## config.mk

```make
export PLATFORM = sky130hd
export DESIGN_NAME = pwm_6bit_signed_decoder
export DESIGN_NICKNAME = d
export VERILOG_FILES = /design/src/rtl/pwm_6bit_signed_decoder.sv
export SDC_FILE = /design/constraint.sdc
export NUM_CORES = 1
export LEC_CHECK = 0
export ABC_AREA = 1
export BUFFER_PORTS_ARGS = -buffer_cell sky130_fd_sc_hd__buf_2
export CELL_PAD_IN_SITES_DETAIL_PLACEMENT = 2
export CELL_PAD_IN_SITES_GLOBAL_PLACEMENT = 2
export CORE_MARGIN = 4
export CORE_UTILIZATION = 37
export DETAILED_ROUTE_END_ITERATION = 16
export PLACE_DENSITY = 0.94
export SLEW_MARGIN = 25
export SYNTH_ARGS = -nofsm -noshare
export SYNTH_HDL_FRONTEND = slang
export SYNTH_SLANG_ARGS = --single-unit
```

## constraint.sdc

```tcl
create_clock -name CLK -period 4.59 [get_ports CLK]
set_input_delay 0 -clock CLK [delete_from_list [all_inputs] [get_ports CLK]]
set_output_delay 0 -clock CLK [all_outputs]
set_load 0.03 [all_outputs]
```

## src/rtl/pwm_6bit_signed_decoder.sv

```systemverilog
// Receive side of the 6-bit signed PWM link: measures one frame and recovers the level -15..+15.
// Optional build macro PWM_DEC_GLITCH_FILTER_EN adds a 3-sample majority filter on pwmIn.
module pwm_6bit_signed_decoder #(
  parameter int PWM_UNIT  = 100,
  parameter int PWM_STEPS = 15,
  parameter int LINK_LAG  = 1
) (
  input  logic       CLK,
  input  logic       RESET,
  input  logic       pwmIn,
  output logic [5:0] valueOut,
  output logic       validOut,
  output logic       errOut,
  output logic       fullScale
);

  localparam int PWM_PERIOD = PWM_STEPS * PWM_UNIT;
`ifdef PWM_DEC_GLITCH_FILTER_EN
  localparam int FILT_LAG = 2;
`else
  localparam int FILT_LAG = 0;
`endif
  localparam int CNT_W  = $clog2(PWM_PERIOD);
  localparam int SUB_W  = $clog2(PWM_UNIT);
  localparam int UNIT_W = $clog2(PWM_STEPS + 1);

  localparam logic [CNT_W-1:0]  FRAME_FIRST  = {CNT_W{1'b0}};
  localparam logic [CNT_W-1:0]  FRAME_LAST   = CNT_W'(PWM_PERIOD - 1);
  localparam logic [CNT_W-1:0]  FRAME_PRESET = CNT_W'(PWM_PERIOD - LINK_LAG - FILT_LAG);
  localparam logic [SUB_W-1:0]  SUB_ZERO     = {SUB_W{1'b0}};
  localparam logic [SUB_W-1:0]  SUB_LAST     = SUB_W'(PWM_UNIT - 1);
  localparam logic [SUB_W-1:0]  SUB_HALF     = SUB_W'(PWM_UNIT / 2);
  localparam logic [UNIT_W-1:0] UNIT_ZERO    = {UNIT_W{1'b0}};
  localparam logic [UNIT_W-1:0] UNIT_FULL    = UNIT_W'(PWM_STEPS);
  localparam logic [5:0]        STEPS_V      = 6'(PWM_STEPS);

  typedef enum logic [0:0] {
    MEASURE = 1'b0,
    RESOLVE = 1'b1
  } state_t;

  function automatic logic majority3(input logic [2:0] v);
    return (v[0] & v[1]) | (v[0] & v[2]) | (v[1] & v[2]);
  endfunction

  // round-half-up of the unit count, saturated to the frame length in units
  function automatic logic [5:0] round_units(input logic [UNIT_W-1:0] units,
                                             input logic [SUB_W-1:0]  sub);
    logic [5:0] r;
    r = 6'(units) + {5'b00000, (sub >= SUB_HALF)};
    if (r > STEPS_V) begin
      r = STEPS_V;
    end else begin
      r = r;
    end
    return r;
  endfunction

  logic sample_s;

`ifdef PWM_DEC_GLITCH_FILTER_EN
  logic [2:0] filt_q;

  // line history for the majority vote
  always_ff @(posedge CLK) begin
    if (RESET) begin
      filt_q <= 3'b000;
    end else begin
      filt_q <= {filt_q[1:0], pwmIn};
    end
  end

  assign sample_s = majority3(filt_q);
`else
  assign sample_s = pwmIn;
`endif

  state_t            state_q;
  logic [CNT_W-1:0]  frameCnt_q,  frameCnt_d;
  logic [SUB_W-1:0]  subCnt_q,    subCnt_d;
  logic [UNIT_W-1:0] unitCnt_q,   unitCnt_d;
  logic              firstHi_q,   firstHi_d;
  logic              lastHi_q,    lastHi_d;
  logic              primed_q;
  logic              resolveEn_q;
  logic [5:0]        value_q,     value_d;
  logic              valid_q,     valid_d;
  logic              err_q,       err_d;
  logic              full_q,      full_d;

  logic [SUB_W-1:0]  subBase_s;
  logic [UNIT_W-1:0] unitBase_s;
  logic [5:0]        units_s;
  logic              zeroCnt_s;
  logic              fullCnt_s;

  // frame position and high-cycle accumulation; RESOLVE restarts with the new frame's sample 0
  always_comb begin
    if (frameCnt_q == FRAME_LAST) begin
      frameCnt_d = FRAME_FIRST;
    end else begin
      frameCnt_d = frameCnt_q + CNT_W'(1);
    end

    if (state_q == RESOLVE) begin
      subBase_s  = SUB_ZERO;
      unitBase_s = UNIT_ZERO;
    end else begin
      subBase_s  = subCnt_q;
      unitBase_s = unitCnt_q;
    end

    if (sample_s && (subBase_s == SUB_LAST)) begin
      subCnt_d  = SUB_ZERO;
      unitCnt_d = unitBase_s + UNIT_W'(1);
    end else if (sample_s) begin
      subCnt_d  = subBase_s + SUB_W'(1);
      unitCnt_d = unitBase_s;
    end else begin
      subCnt_d  = subBase_s;
      unitCnt_d = unitBase_s;
    end

    if (frameCnt_q == FRAME_FIRST) begin
      firstHi_d = sample_s;
    end else begin
      firstHi_d = firstHi_q;
    end

    if (frameCnt_q == FRAME_LAST) begin
      lastHi_d = sample_s;
    end else begin
      lastHi_d = lastHi_q;
    end
  end

  // frame classification, evaluated while RESOLVE holds the completed frame's counts
  always_comb begin
    units_s   = round_units(unitCnt_q, subCnt_q);
    zeroCnt_s = (unitCnt_q == UNIT_ZERO) && (subCnt_q == SUB_ZERO);
    fullCnt_s = (unitCnt_q == UNIT_FULL) && (subCnt_q == SUB_ZERO);
    value_d   = value_q;
    err_d     = err_q;
    full_d    = full_q;
    valid_d   = 1'b0;

    if ((state_q == RESOLVE) && resolveEn_q) begin
      valid_d = 1'b1;
      err_d   = 1'b0;
      full_d  = 1'b0;
      if (zeroCnt_s) begin
        value_d = 6'd0;
      end else if (fullCnt_s) begin
        value_d = STEPS_V;
        full_d  = 1'b1;
      end else if (units_s == 6'd0) begin
        value_d = 6'd0;
      end else begin
        case ({firstHi_q, lastHi_q})
          2'b10:   value_d = units_s;
          2'b01:   value_d = 6'd0 - units_s;
          default: err_d   = 1'b1;
        endcase
      end
    end else begin
      valid_d = 1'b0;
    end
  end

  // FSM, counters and registered outputs
  always_ff @(posedge CLK) begin
    if (RESET) begin
      state_q     <= MEASURE;
      frameCnt_q  <= FRAME_PRESET;
      subCnt_q    <= SUB_ZERO;
      unitCnt_q   <= UNIT_ZERO;
      firstHi_q   <= 1'b0;
      lastHi_q    <= 1'b0;
      primed_q    <= 1'b0;
      resolveEn_q <= 1'b0;
      value_q     <= 6'd0;
      valid_q     <= 1'b0;
      err_q       <= 1'b0;
      full_q      <= 1'b0;
    end else begin
      frameCnt_q <= frameCnt_d;
      subCnt_q   <= subCnt_d;
      unitCnt_q  <= unitCnt_d;
      firstHi_q  <= firstHi_d;
      lastHi_q   <= lastHi_d;
      value_q    <= value_d;
      valid_q    <= valid_d;
      err_q      <= err_d;
      full_q     <= full_d;
      case (state_q)
        MEASURE: begin
          if (frameCnt_q == FRAME_LAST) begin
            state_q     <= RESOLVE;
            // the frame cut short by RESET is never reported
            resolveEn_q <= primed_q;
            primed_q    <= 1'b1;
          end
        end
        RESOLVE: begin
          state_q <= MEASURE;
        end
        default: begin
          state_q <= MEASURE;
        end
      endcase
    end
  end

  assign valueOut  = value_q;
  assign validOut  = valid_q;
  assign errOut    = err_q;
  assign fullScale = full_q;

endmodule

```

# == After elaboration in Yosys (flattened, before gate mapping) ==
# Cells that the tools add are included.
# totals
latch_bits,0
mem_count,0
out_inout_bits,9
mem_bits_rw,0
reg_bits,36
elab_cells,59
rom_bits,0
# op_classes
bitwise_logic,1
multipliers,0
eq_ne,5
n_reduce_logical,14
div,0
n_shift,0
n_lt_le_gt_ge,2
muxes,19
addsub,5
# op_table
cell,count
6-bit 2-to-1 mux,3
7-bit 2-to-1 mux,2
6-bit case mux with 2 select lines,1
"11-bit by 1-bit adder with 11-bit output, second input constant",1
"11-bit equality test, second input constant",1
11-bit zero test,1
11-bit 2-to-1 mux,1
1-bit 2-to-1 mux,8
4-bit 2-to-1 mux,2
"7-bit by 1-bit adder with 7-bit output, second input constant",1
"7-bit equality test, second input constant",1
"7-bit by 6-bit >= comparator with 1-bit output, second input constant",1
7-bit zero test,1
6-bit zero test,1
2-bit OR reduction,3
"1-bit by 6-bit subtractor with 6-bit output, first input constant",1
4-bit by 1-bit adder with 5-bit output,1
"5-bit by 4-bit > comparator with 1-bit output, second input constant",1
5-bit 2-to-1 mux,1
5-bit nonzero test,1
"4-bit by 1-bit adder with 4-bit output, second input constant",1
"4-bit equality test, second input constant",1
1-bit logical AND,4
4-bit zero test,1
5 further kinds,6

# == Longest topological paths before layout ==
# Gate-level depths: netlist of run 1.
# depth
ltp_word,9
mapped_depth,21
ltp_nobuf,21

# == Worst setup path before layout of run 1 ==
# OpenSTA, ideal clock, no wires.
# synth_path
path_kind,flip-flop to flip-flop
start,register subCnt_q[3]
end,"register value_q[4], in the netlist valueOut[4]"
path_stages_with_launch,21
setup_slack_ns,2.390
period_less_slack_ns,2.200
path_buffers,0
t_required_ns,4.476
setup_ns,0.114
t_arrival_ns,2.086
cell_sequence,dfxtp_1 > inv_2 > nand3_2 > nand3_1 > nand2_1 > ha_1 > ha_1 > inv_1 > nand2_1 > nand2_1 > nand2_1 > inv_1 > nand3_1 > inv_1 > ha_1 > nor2_1 > nand3_2 > nand2_4 > inv_2 > nor2_1 > nor2_2
# synth_via
elab_chain_len,9
# synth_lines
item,line_no,rtl
from (decl),80,"logic [SUB_W-1:0] subCnt_q, subCnt_d;"
from (signal assigned),187,subCnt_q <= subCnt_d;
7-bit by 6-bit >= comparator with 1-bit output,50,"r = 6'(units) + {5'b00000, (sub >= SUB_HALF)};"
4-bit by 1-bit adder with 5-bit output,50,
5-bit by 4-bit > comparator with 1-bit output,51,if (r > STEPS_V) begin
5-bit 2-to-1 mux,51,
1-bit by 6-bit subtractor with 6-bit output,161,2'b01: value_d = 6'd0 - units_s;
6-bit case mux with 2 select lines,159,"case ({firstHi_q, lastHi_q})"
6-bit 2-to-1 mux,156,end else if (units_s == 6'd0) begin
6-bit 2-to-1 mux,153,end else if (fullCnt_s) begin
6-bit 2-to-1 mux,151,if (zeroCnt_s) begin
to (signal assigned),191,value_q <= value_d;
to (decl),86,"logic [5:0] value_q, value_d;"
# Parallel ways exist; a longest one is shown, timed or not.
# A chain may end at the register's enable or synchronous reset.

# == Worst setup path in the final report of run 1 ==
# Ends and elaborated chain as after synthesis.

==> flow_summary_export.csv, run 1 <==
group,metric,value,unit
worst_hold_path,hp-start,"RESET",
route,drt_iter0_markers,98,
power_and_ir_drop,pwr_density_cell,473.0,mW/mm^2
job,drv_cap,0,
critical_path,crit_buf_inv,5,
critical_path,reg2reg_from,"subCnt_q[3]",
global_route,grt_start_max_net_pins,21,
synthesis,ys_seq_area_frac,0.3527,
power_and_ir_drop,p_leak,1.024,nW
global_route,grt_pass1_wl,11160,um
synthesis,async_reset_ff_frac,0,
critical_path,critPathMaxStageDelay,0.42,ns
cts,htree_num_levels,2,
cts,cts-resized-gates,0,
critical_path,r2r-end,"valueOut[4]",
critical_path,crit_chain,"inv_2 > nand3_2 > nand3_1 > nand2_1 > ha_1 > ha_1 > inv_1 > nand2_1 > nand2_1 > nand2_1 > inv_1 > nand3_1 > inv_1 > ha_1 > inv_1 > nand3_1 > nor2_1 > nand2_1 > nand2_1 > nand2_1 > nor2_2",
critical_path,reg2reg_depth,21,
synthesis,synth_cells,284,
critical_path,startpoint,"subCnt_q[3]",
route,vias,1987,
worst_hold_path,hold_class,"in -> reg",
route,vias_per_cell,5.399,
synthesis,synth_cell_type_count,36,
cts,worstSkewPairLatency,0.30,ns
power_and_ir_drop,ir_worst_vdd,269.8,uV
critical_path,cp-end-kind,"register",
synthesis,ys_ff_latch,36,
power_and_ir_drop,p_total,1.072,mW
timing,max_freq,347.8,MHz
timing,finalCritPeriodShare,0.6263,
timing,setup_violations,0,
critical_path,crit_fanout,5,
placement,gp_congestion,0.8535,
synthesis,synth_ff_type,"dfxtp_1",
worst_hold_path,hold-path-endpoint,"valueOut[2]",
timing,final_max_slew_viol_count,0,
critical_path,critPathMostFrequentCell,"nand2_1",
global_route,grt_overflow,0,
floorplan,dieArea,0.006775,mm^2
timing,finalClockSkew,0.005753,ns
global_route,grtUsageTotal,0.2196,
timing,relSlewSlack,0.5499,
final_layout,mostFrequentLayoutCell,"nand2_1",
critical_path,cp_top_family,"simple AND/OR/NAND/NOR gates",
synthesis,syn-mean-instance-area,7.194,um^2
timing,rsz0062_at_grt,"no",
global_route,grt_pass1_vias,2266,
timing,finalHoldViolations,0,
route,wl_per_cell,18.21,um
placement,numPortBuffers,11,
cts,root_buffer,"clkbuf_8",
floorplan,num_rows,26,
final_layout,nNetsFinal,309,
placement,hpwl,4726,um
floorplan,num_io_pins,12,
route,ant_nets,0,
final_layout,layout_common_cells,"nand2_1 (50), dfxtp_1 (36), inv_1 (35), nor2_1 (35), nand3_1 (20)",
timing,holdWs,0.04502,ns
cts,cts_max_path_buffers,2,
cts,cts_buffers,5,
final_layout,syn_to_final_growth,10.90,%
cts,cts_sinks,36,
global_route,grt_antenna_before_repair,0,
timing,layout_min_cycle_time,2.875,ns
critical_path,startpoint_type,"register",
floorplan,die_x,82.31,um
floorplan,initial_core_util,0.3901,
cts,tritoncts,"built",
timing,tightest_slew,0.6744,ns
cts,clk_pin_slew_worst_paths,0.08,ns
critical_path,reg2reg_slack,1.72,ns
run_status,status,"complete, no violations",
route,drc,0,
critical_path,worst_ep_required_time,4.84,ns
critical_path,path_class,"reg -> reg",
final_layout,drive_above_1_share,0.1779,
critical_path,crit_slowest_cell,"dfxtp_1",
floorplan,design.core.area,0.005238,mm^2
synthesis,synth_fp_nets,296,
route,wirelength,6703,um
synthesis,ys_warn_count,0,
synthesis,synth-edff-count,0,
critical_path,critical_path_arrival,3.12,ns
synthesis,syn_area,0.002043,mm^2
final_layout,insertedDiodeCount,0,
timing,tns,0,ns
route,first_pass_iters,4,
worst_hold_path,hold_depth,2,
floorplan,die_y,82.31,um
[Yosys cell counts, types with 2 or more instances]
library cell,count,area [um^2]
a21oi_1,14,70.07
nand3_1,20,100.1
o21ai_2,2,17.52
a21oi_2,4,35.03
o21ai_0,15,75.07
xor2_1,6,52.55
a211oi_1,2,15.01
inv_1,35,131.4
buf_2,3,15.01
nand2_2,4,25.02
nor2_1,35,131.4
nand4_1,10,62.56
inv_2,8,30.03
nand2_1,50,187.7
nor4_1,3,18.77
nor3_2,2,20.02
nor2_2,4,25.02
nor3b_1,2,15.01
nand3_2,5,50.05
ha_1,9,112.6
dfxtp_1,36,720.7
[how the worst max path moves through the flow]
stage          cells after the start  slack, ns     endpoint
2_1_floorplan                     20       2.39  valueOut[4]
3_5_place_dp                      21       1.94  valueOut[4]
4_1_cts                           21       1.73  valueOut[4]
5_1_grt                           21       1.41  valueOut[4]
6_report                          21       1.72  valueOut[4]
3_3_place_gp                      21       2.11  valueOut[4]
[report_power, final]
part / total [mW] / internal (mW) / switching (mW)
registers: 0.454 / 0.373 / 0.0816
clock network: 0.290 / 0.161 / 0.129
logic: 0.327 / 0.102 / 0.225
total: 1.07 / 0.636 / 0.435
[logic make-up after synthesis]
kind of cell,count (synthesis),share of synthesized area
other,1,0.001835
flip-flops,36,0.3527
XOR/XNOR,6,0.02572
AND/OR/NAND/NOR,141,0.3472
adder cells (fa/ha/maj),9,0.05511
AO/OA/AOI/OAI,41,0.1176
buffers and inverters,50,0.09981
[sequential cells by signal (all words and copies together), names as in the netlist]
signal       flops
errOut           1
firstHi_q        1
frameCnt_q      11
fullScale        1
lastHi_q         1
primed_q         1
resolveEn_q      1
state_q          1
subCnt_q         7
unitCnt_q        4
validOut         1
valueOut         6
[final cells by class]
type                            count  area, um^2
Clock buffer                        6       72.57
Inverter                           44       166.4
Timing Repair Buffer               12       65.06
Fill cell                         631        2972
Multi-Input combinational cell    198        1119
Tap cell                           70       87.58
Clock inverter                      2       35.03
Sequential cell                    36       720.7
[worst register-to-register path: stages (launching register included)]
cell     delay, ns
dfxtp_1       0.42
inv_2         0.09
nand3_2       0.11
nand3_1       0.09
nand2_1       0.09
ha_1          0.20
ha_1          0.25
inv_1         0.06
nand2_1       0.05
nand2_1       0.07
nand2_1       0.09
inv_1         0.06
nand3_1       0.13
inv_1         0.08
ha_1          0.22
inv_1         0.18
nand3_1       0.12
nor2_1        0.16
nand2_1       0.10
nand2_1       0.11
nand2_1       0.07
nor2_2        0.09
[routing by layer]
metal	global-route usage	wire length, um	vias up
met1	0.2353	2773	997
met2	0.4319	3659	24
met4	0.06645	116	0
met3	0.03471	153	14
li1	-	-	952
met5	0	0	-
[per-stage QoR]
stage	instances	utilization	worst slack, ns	instance area (um^2)
after CTS	368	0.4326	1.729	2266
after floorplan	284	-	2.390	2043
after global routing	368	0.4326	1.408	2266
after detailed placement	359	0.4102	1.944	2148
after global placement	359	0.4102	2.110	2148
final	368	0.4326	1.715	2266
[what timing repair did]
item	in CTS	in global routing
hold endpoints to repair	1	0
buffers inserted	0	0
hold buffers	1	0
(Power assumes the default switching activity.)
==> inputs of run 2 (changes only) <==
ABC_AREA = 0   (was 1)
CORE_UTILIZATION = 33   (was 37)
PLACE_DENSITY = 0.85   (was 0.94)
clock period = 2.4 ns   (was 4.59 ns; I/O delays follow)
==> flow_summary_export.csv, run 2 <==
group,metric,value,unit
timing,setup_violations,6,
floorplan,initial_core_util,0.3410,
floorplan,die_y,83.67,um
timing,rsz0062_at_grt,"yes",
placement,placed_area,0.002160,mm^2
placement,gp_congestion,0.7438,
cts,cts_buffers,5,
global_route,grt_pass1_wl,9922,um
synthesis,async_reset_ff_frac,0,
timing,final_max_slew_viol_count,0,
critical_path,crit_buf_inv,2,
power_and_ir_drop,ir_worst_vdd,313.0,uV
final_layout,post-route-cell-area,0.002429,mm^2
timing,max_freq,381.4,MHz
final_layout,syn_to_final_growth,28.54,%
final_layout,largest_register_ffs,11,
global_route,grt_start_max_net_pins,33,
power_and_ir_drop,p_leak,0.9716,nW
cts,root_buffer,"clkbuf_8",
placement,hpwl,4039,um
synthesis,ys_seq_area_frac,0.3815,
run_status,failed_checks,"setup timing",
cts,cts_sinks,36,
synthesis,yosysTopAreaCellShare,0.3815,
critical_path,path_class,"reg -> reg",
final_layout,regMostFlops,"frameCnt_q",
synthesis,synth_cells,216,
cts,htree_num_levels,2,
synthesis,synthTopCellsByCount,"dfxtp_1 (36), nor2_1 (21), nand2_1 (19), nor3_1 (12)",
floorplan,num_io_pins,12,
synthesis,ys_warn_count,0,
synthesis,synth.area.top_cells,"dfxtp_1 (38%), ha_1 (6.0%), xnor2_1 (4.6%)",
synthesis,synth_top_area_cell,"dfxtp_1",
synthesis,yosysMostFrequentCell,"dfxtp_1",
floorplan,design.core.area,0.005540,mm^2
critical_path,startpoint_type,"register",
placement,dp_cells,308,
critical_path,crit_fanout,4,
floorplan,dieArea,0.007000,mm^2
cts,cts_max_path_buffers,2,
route,drt_iter0_markers,82,
critical_path,cp-end-kind,"register",
critical_path,critPathMaxStageDelay,0.41,ns
timing,tightest_slew,0.6551,ns
route,first_pass_iters,4,
worst_hold_path,hold_class,"in -> reg",
power_and_ir_drop,pwr_density_cell,788.2,mW/mm^2
final_layout,drive_above_1_share,0.3004,
run_status,status,"finished with violations",
timing,worst_slack,-0.2216,ns
critical_path,worst_ep_required_time,2.62,ns
route,wirelength,6068,um
placement,dpl_worst_slack,-0.2869,ns
synthesis,synth_fp_nets,228,
timing,finalHoldViolations,0,
route,wl_per_cell,18.67,um
global_route,grt_overflow,0,
placement,numPortBuffers,11,
global_route,grtUsageTotal,0.1777,
timing,relSlewSlack,0.5632,
timing,finalClockSkew,0.006279,ns
critical_path,crit_chain,"nor3_2 > o21bai_1 > ha_2 > ha_4 > and3b_2 > o211a_4 > ha_4 > o41ai_4 > buf_4 > buf_6 > nand2_2 > a21oi_1",
final_layout,nNetsFinal,264,
route,drc,0,
final_layout,layout_common_cells,"dfxtp_1 (31), buf_4 (28), nor2_1 (20), nand2_1 (15)",
critical_path,critPathMostFrequentCell,"ha_4",
floorplan,die_x,83.67,um
synthesis,synth_cell_type_count,45,
synthesis,ys_ff_latch,36,
timing,finalCritPeriodShare,1.092,
floorplan,num_rows,27,
synthesis,synth_ff_type,"dfxtp_1",
synthesis,syn-mean-instance-area,8.747,um^2
job,drv_cap,0,
critical_path,cp_top_family,"compound AO/OA/AOI/OAI gates",
global_route,grt_antenna_before_repair,0,
synthesis,synth-edff-count,0,
cts,tritoncts,"built",
cts,worstSkewPairLatency,0.30,ns
final_layout,stdcell_count,325,
critical_path,critical_path_arrival,2.84,ns
timing,tns,-1.028,ns
route,vias_per_cell,5.255,
final_layout,mostFrequentLayoutCell,"dfxtp_1",
route,vias,1708,
synthesis,syn_area,0.001889,mm^2
cts,clk_pin_slew_worst_paths,0.08,ns
timing,layout_min_cycle_time,2.622,ns
route,ant_nets,0,
critical_path,crit_slowest_cell,"o41ai_4",
final_layout,insertedDiodeCount,0,
global_route,grt_pass1_vias,1888,
[run 2: layout make-up]
type                            instances  area [um^2]
Multi-Input combinational cell        161         1186
Inverter                                7        26.28
Tap cell                               72        90.09
Sequential cell                        36        726.9
Fill cell                             626         3112
Timing Repair Buffer                   41        287.8
Clock inverter                          3        42.54
Clock buffer                            5        68.82
[run 2: path summary, 6_finish.rpt]
| kind | startpoint | endpoint | slack, ns | depth (start not counted) |
|---|---|---|---|---|
| worst max register to register | subCnt_q[1] | valueOut[0] | -0.22 | 12 |
| worst max-delay path | subCnt_q[1] | valueOut[0] | -0.22 | 12 |
| worst min register to register | errOut | errOut | 0.47 | 2 |
| worst min-delay path | pwmIn | firstHi_q | 0.1 | 3 |
[run 2: routing by layer]
metal,up-vias,track usage,share of wire
met1,852,0.2014,0.44
met3,7,0.03850,0.020
met4,0,0.04825,0.012
li1,827,-,-
met2,22,0.3319,0.53
met5,-,0,0
[run 2: worst min-delay path: cells and delay by family]
kind	cells	cell delay (ns)
buf+inv	1	0.16
simple gates	1	0.05
mux	1	0.14
[run 2: what timing repair did]
item,CTS,global route
buffers inserted,6,3
hold buffers,0,0
setup endpoints to repair,7,7
pin swaps,10,10
resized for setup,16,9
[run 2: stage by stage]
step | power, mW | util | hold slack, ns
global placement | 1.316 | 0.3898 | 0.3924
floorplan | 1.194 | - | 0.07931
finish | 1.914 | 0.4383 | 0.09983
global route | 2.048 | 0.4383 | 0.1110
detailed placement | 1.362 | 0.3898 | 0.4143
CTS | 1.924 | 0.4295 | 0.09533
[run 2: power breakdown]
part | total (mW) | internal [mW] | leakage [nW] | switching [mW]
logic | 0.542 | 0.235 | 0.622 | 0.308
clock network | 0.547 | 0.308 | 0.0541 | 0.239
registers | 0.825 | 0.704 | 0.295 | 0.121
[run 2: kinds of logic after synthesis]
logic type	Yosys count	share of synthesized area
and+or+nand+nor	90	0.2517
AOI/OAI and AO/OA	36	0.1404
DFF	36	0.3815
buffers and inverters	19	0.04371
xor gates and xnor gates	18	0.08344
adders and majority gates	9	0.05960
muxes	7	0.03775
other	1	0.001985
==> inputs of run 3 (changes only) <==
CORE_UTILIZATION = 37   (was 33)
PLACE_DENSITY = 0.89   (was 0.85)
clock period = 2.6 ns   (was 2.4 ns; I/O delays follow)
==> flow_summary_export.csv, run 3 (synthesized netlist as in run 2, its figures left out) <==
group,metric,value,unit
power_and_ir_drop,pwr_density_cell,780.5,mW/mm^2
timing,worst_slack,-0.06744,ns
final_layout,regMostFlops,"frameCnt_q",
power_and_ir_drop,power_frac_seq,0.425,
final_layout,final_util,0.4717,
placement,numPortBuffers,11,
global_route,grt_start_max_net_pins,33,
final_layout,nNetsFinal,252,
critical_path,r2r-end,"valueOut[1]",
route,vias,1696,
cts,cts-hold-fix-buffers,0,
cts,clk_pin_slew_worst_paths,0.08,ns
power_and_ir_drop,combPwrFrac,0.292,
floorplan,num_rows,25,
timing,tightest_slew,0.6011,ns
route,ant_nets,0,
cts,cts_max_path_buffers,2,
cts,worstSkewPairLatency,0.31,ns
critical_path,cp-end-kind,"register",
critical_path,critical_path_arrival,2.91,ns
timing,tns,-0.1860,ns
timing,setup_violations,4,
cts,cts_buffers,5,
global_route,grt_pass1_wl,10090,um
global_route,grt_antenna_before_repair,0,
critical_path,reg2reg_depth,12,
floorplan,die_x,79.46,um
worst_hold_path,hp-start,"pwmIn",
critical_path,path_class,"reg -> reg",
placement,hpwl,3878,um
timing,finalCritPeriodShare,1.026,
floorplan,dieArea,0.006314,mm^2
placement,dp_cells,294,
floorplan,initial_core_util,0.3897,
global_route,grt_pass1_vias,1909,
timing,rsz0062_at_grt,"yes",
critical_path,crit_fanout,4,
floorplan,design.core.area,0.004848,mm^2
power_and_ir_drop,power.switching,0.6345,mW
cts,htree_num_levels,2,
cts,tritoncts,"built",
critical_path,reg2reg_from,"subCnt_q[2]",
final_layout,drive_above_1_share,0.2116,
route,first_pass_iters,4,
route,wirelength,6264,um
power_and_ir_drop,power.clock.fraction,0.283,
critical_path,worst_ep_required_time,2.84,ns
worst_hold_path,hold_depth,3,
worst_hold_path,hold_class,"in -> reg",
power_and_ir_drop,p_sw_frac,0.3554,
global_route,grtUsageTotal,0.2138,
timing,relSlewSlack,0.5992,
final_layout,largest_register_ffs,11,
final_layout,stdcell_count,308,
final_layout,syn_to_final_growth,21.06,%
timing,finalClockSkew,0.01231,ns
final_layout,layout_common_cells,"dfxtp_1 (35), nor2_1 (21), nand2_1 (19), buf_4 (18)",
timing,max_freq,374.9,MHz
run_status,failed_checks,"setup timing",
job,drv_cap,0,
power_and_ir_drop,p_leak,0.8977,nW
power_and_ir_drop,p_int,1.151,mW
route,drc,0,
timing,finalHoldViolations,0,
timing,layout_min_cycle_time,2.667,ns
route,wl_per_cell,20.34,um
placement,gp_congestion,0.7767,
route,vias_per_cell,5.506,
critical_path,startpoint_type,"register",
route,drt_iter0_markers,65,
floorplan,num_io_pins,12,
power_and_ir_drop,ir_worst_vdd,547.2,uV
timing,final_max_slew_viol_count,0,
critical_path,reg2reg_slack,-0.07,ns
global_route,grt_overflow,0,
final_layout,insertedDiodeCount,0,
floorplan,die_y,79.46,um
cts,root_buffer,"clkbuf_8",
run_status,status,"finished with violations",
worst_hold_path,hold-path-endpoint,"lastHi_q",
final_layout,mostFrequentLayoutCell,"dfxtp_1",
cts,cts_sinks,36,
[run 3: cell count changes in the layout (fill, tap and decap cells not counted), moves of 4 or more]
cell / before / now
buf_4: 28 / 18
dfxtp_1: 31 / 35
dfxtp_2: 5 / 0
nand2_1: 15 / 19
[run 3: area by class of cell]
type,instances,area (um^2)
fill,545,2561
inverter,7,26.28
multi-input combinational,161,1151
tap,67,83.83
sequential,36,724.4
clock buffer,5,68.82
timing repair buffer,29,190.2
clock inverter,3,42.54
[run 3: what timing repair did]
item / CTS / global route
gates cloned: 1 / 0
endpoints found under the setup margin: 3 / 7
buffers inserted: 2 / 3
endpoints found under the hold margin: 0 / 0
gates resized for setup: 4 / 8
pin swaps: 2 / 10
[run 3: how the worst max path moves through the flow]
stage	slack (ns)	cells past startpoint	endpoint	startpoint
2_1_floorplan	0.51	10	valueOut[1]	subCnt_q[3]
3_3_place_gp	0.05	12	valueOut[1]	subCnt_q[1]
3_5_place_dp	-0.08	12	valueOut[1]	subCnt_q[1]
4_1_cts	0.004	12	valueOut[1]	subCnt_q[1]
5_1_grt	-0.21	13	valueOut[4]	subCnt_q[3]
6_report	-0.07	12	valueOut[1]	subCnt_q[2]
[run 3: layer usage]
metal	wire, um	GRT usage	vias to the layer above
met3	106	0.03950	16
met4	179	0.09794	0
met2	3549	0.4190	17
li1	-	-	804
met5	0	0	-
met1	2427	0.2134	859
[run 3: worst max-delay path, stage by stage (launching register included)]
cell and delay, ns:
dfxtp_4 0.36, nor3_4 0.18, o21bai_1 0.09, ha_2 0.20, ha_4 0.16, and3b_2 0.23, o211a_1 0.26, ha_4 0.19
buf_4 0.15, a221oi_2 0.19, nor2_1 0.08, or3_4 0.40, a21oi_2 0.13
[run 3: power by group through the flow]
stage	clock (mW)	combinational, mW	sequential [mW]
2_1_floorplan	0	0.369	0.734
3_3_place_gp	0	0.463	0.751
3_5_place_dp	0	0.499	0.759
4_1_cts	0.521	0.523	0.758
5_1_grt	0.539	0.576	0.775
6_report	0.506	0.520	0.759
[run 3: per-stage QoR]
stage	worst slack (ns)	area, um^2	hold WS (ns)	total power [mW]
6_report	-0.06744	2287	0.09326	1.785
3_3_place_gp	0.05487	2086	0.3673	1.215
2_1_floorplan	0.5054	1923	0.07931	1.103
3_5_place_dp	-0.08031	2086	0.3957	1.258
4_1_cts	0.003562	2227	0.08250	1.802
5_1_grt	-0.2109	2287	0.09649	1.891
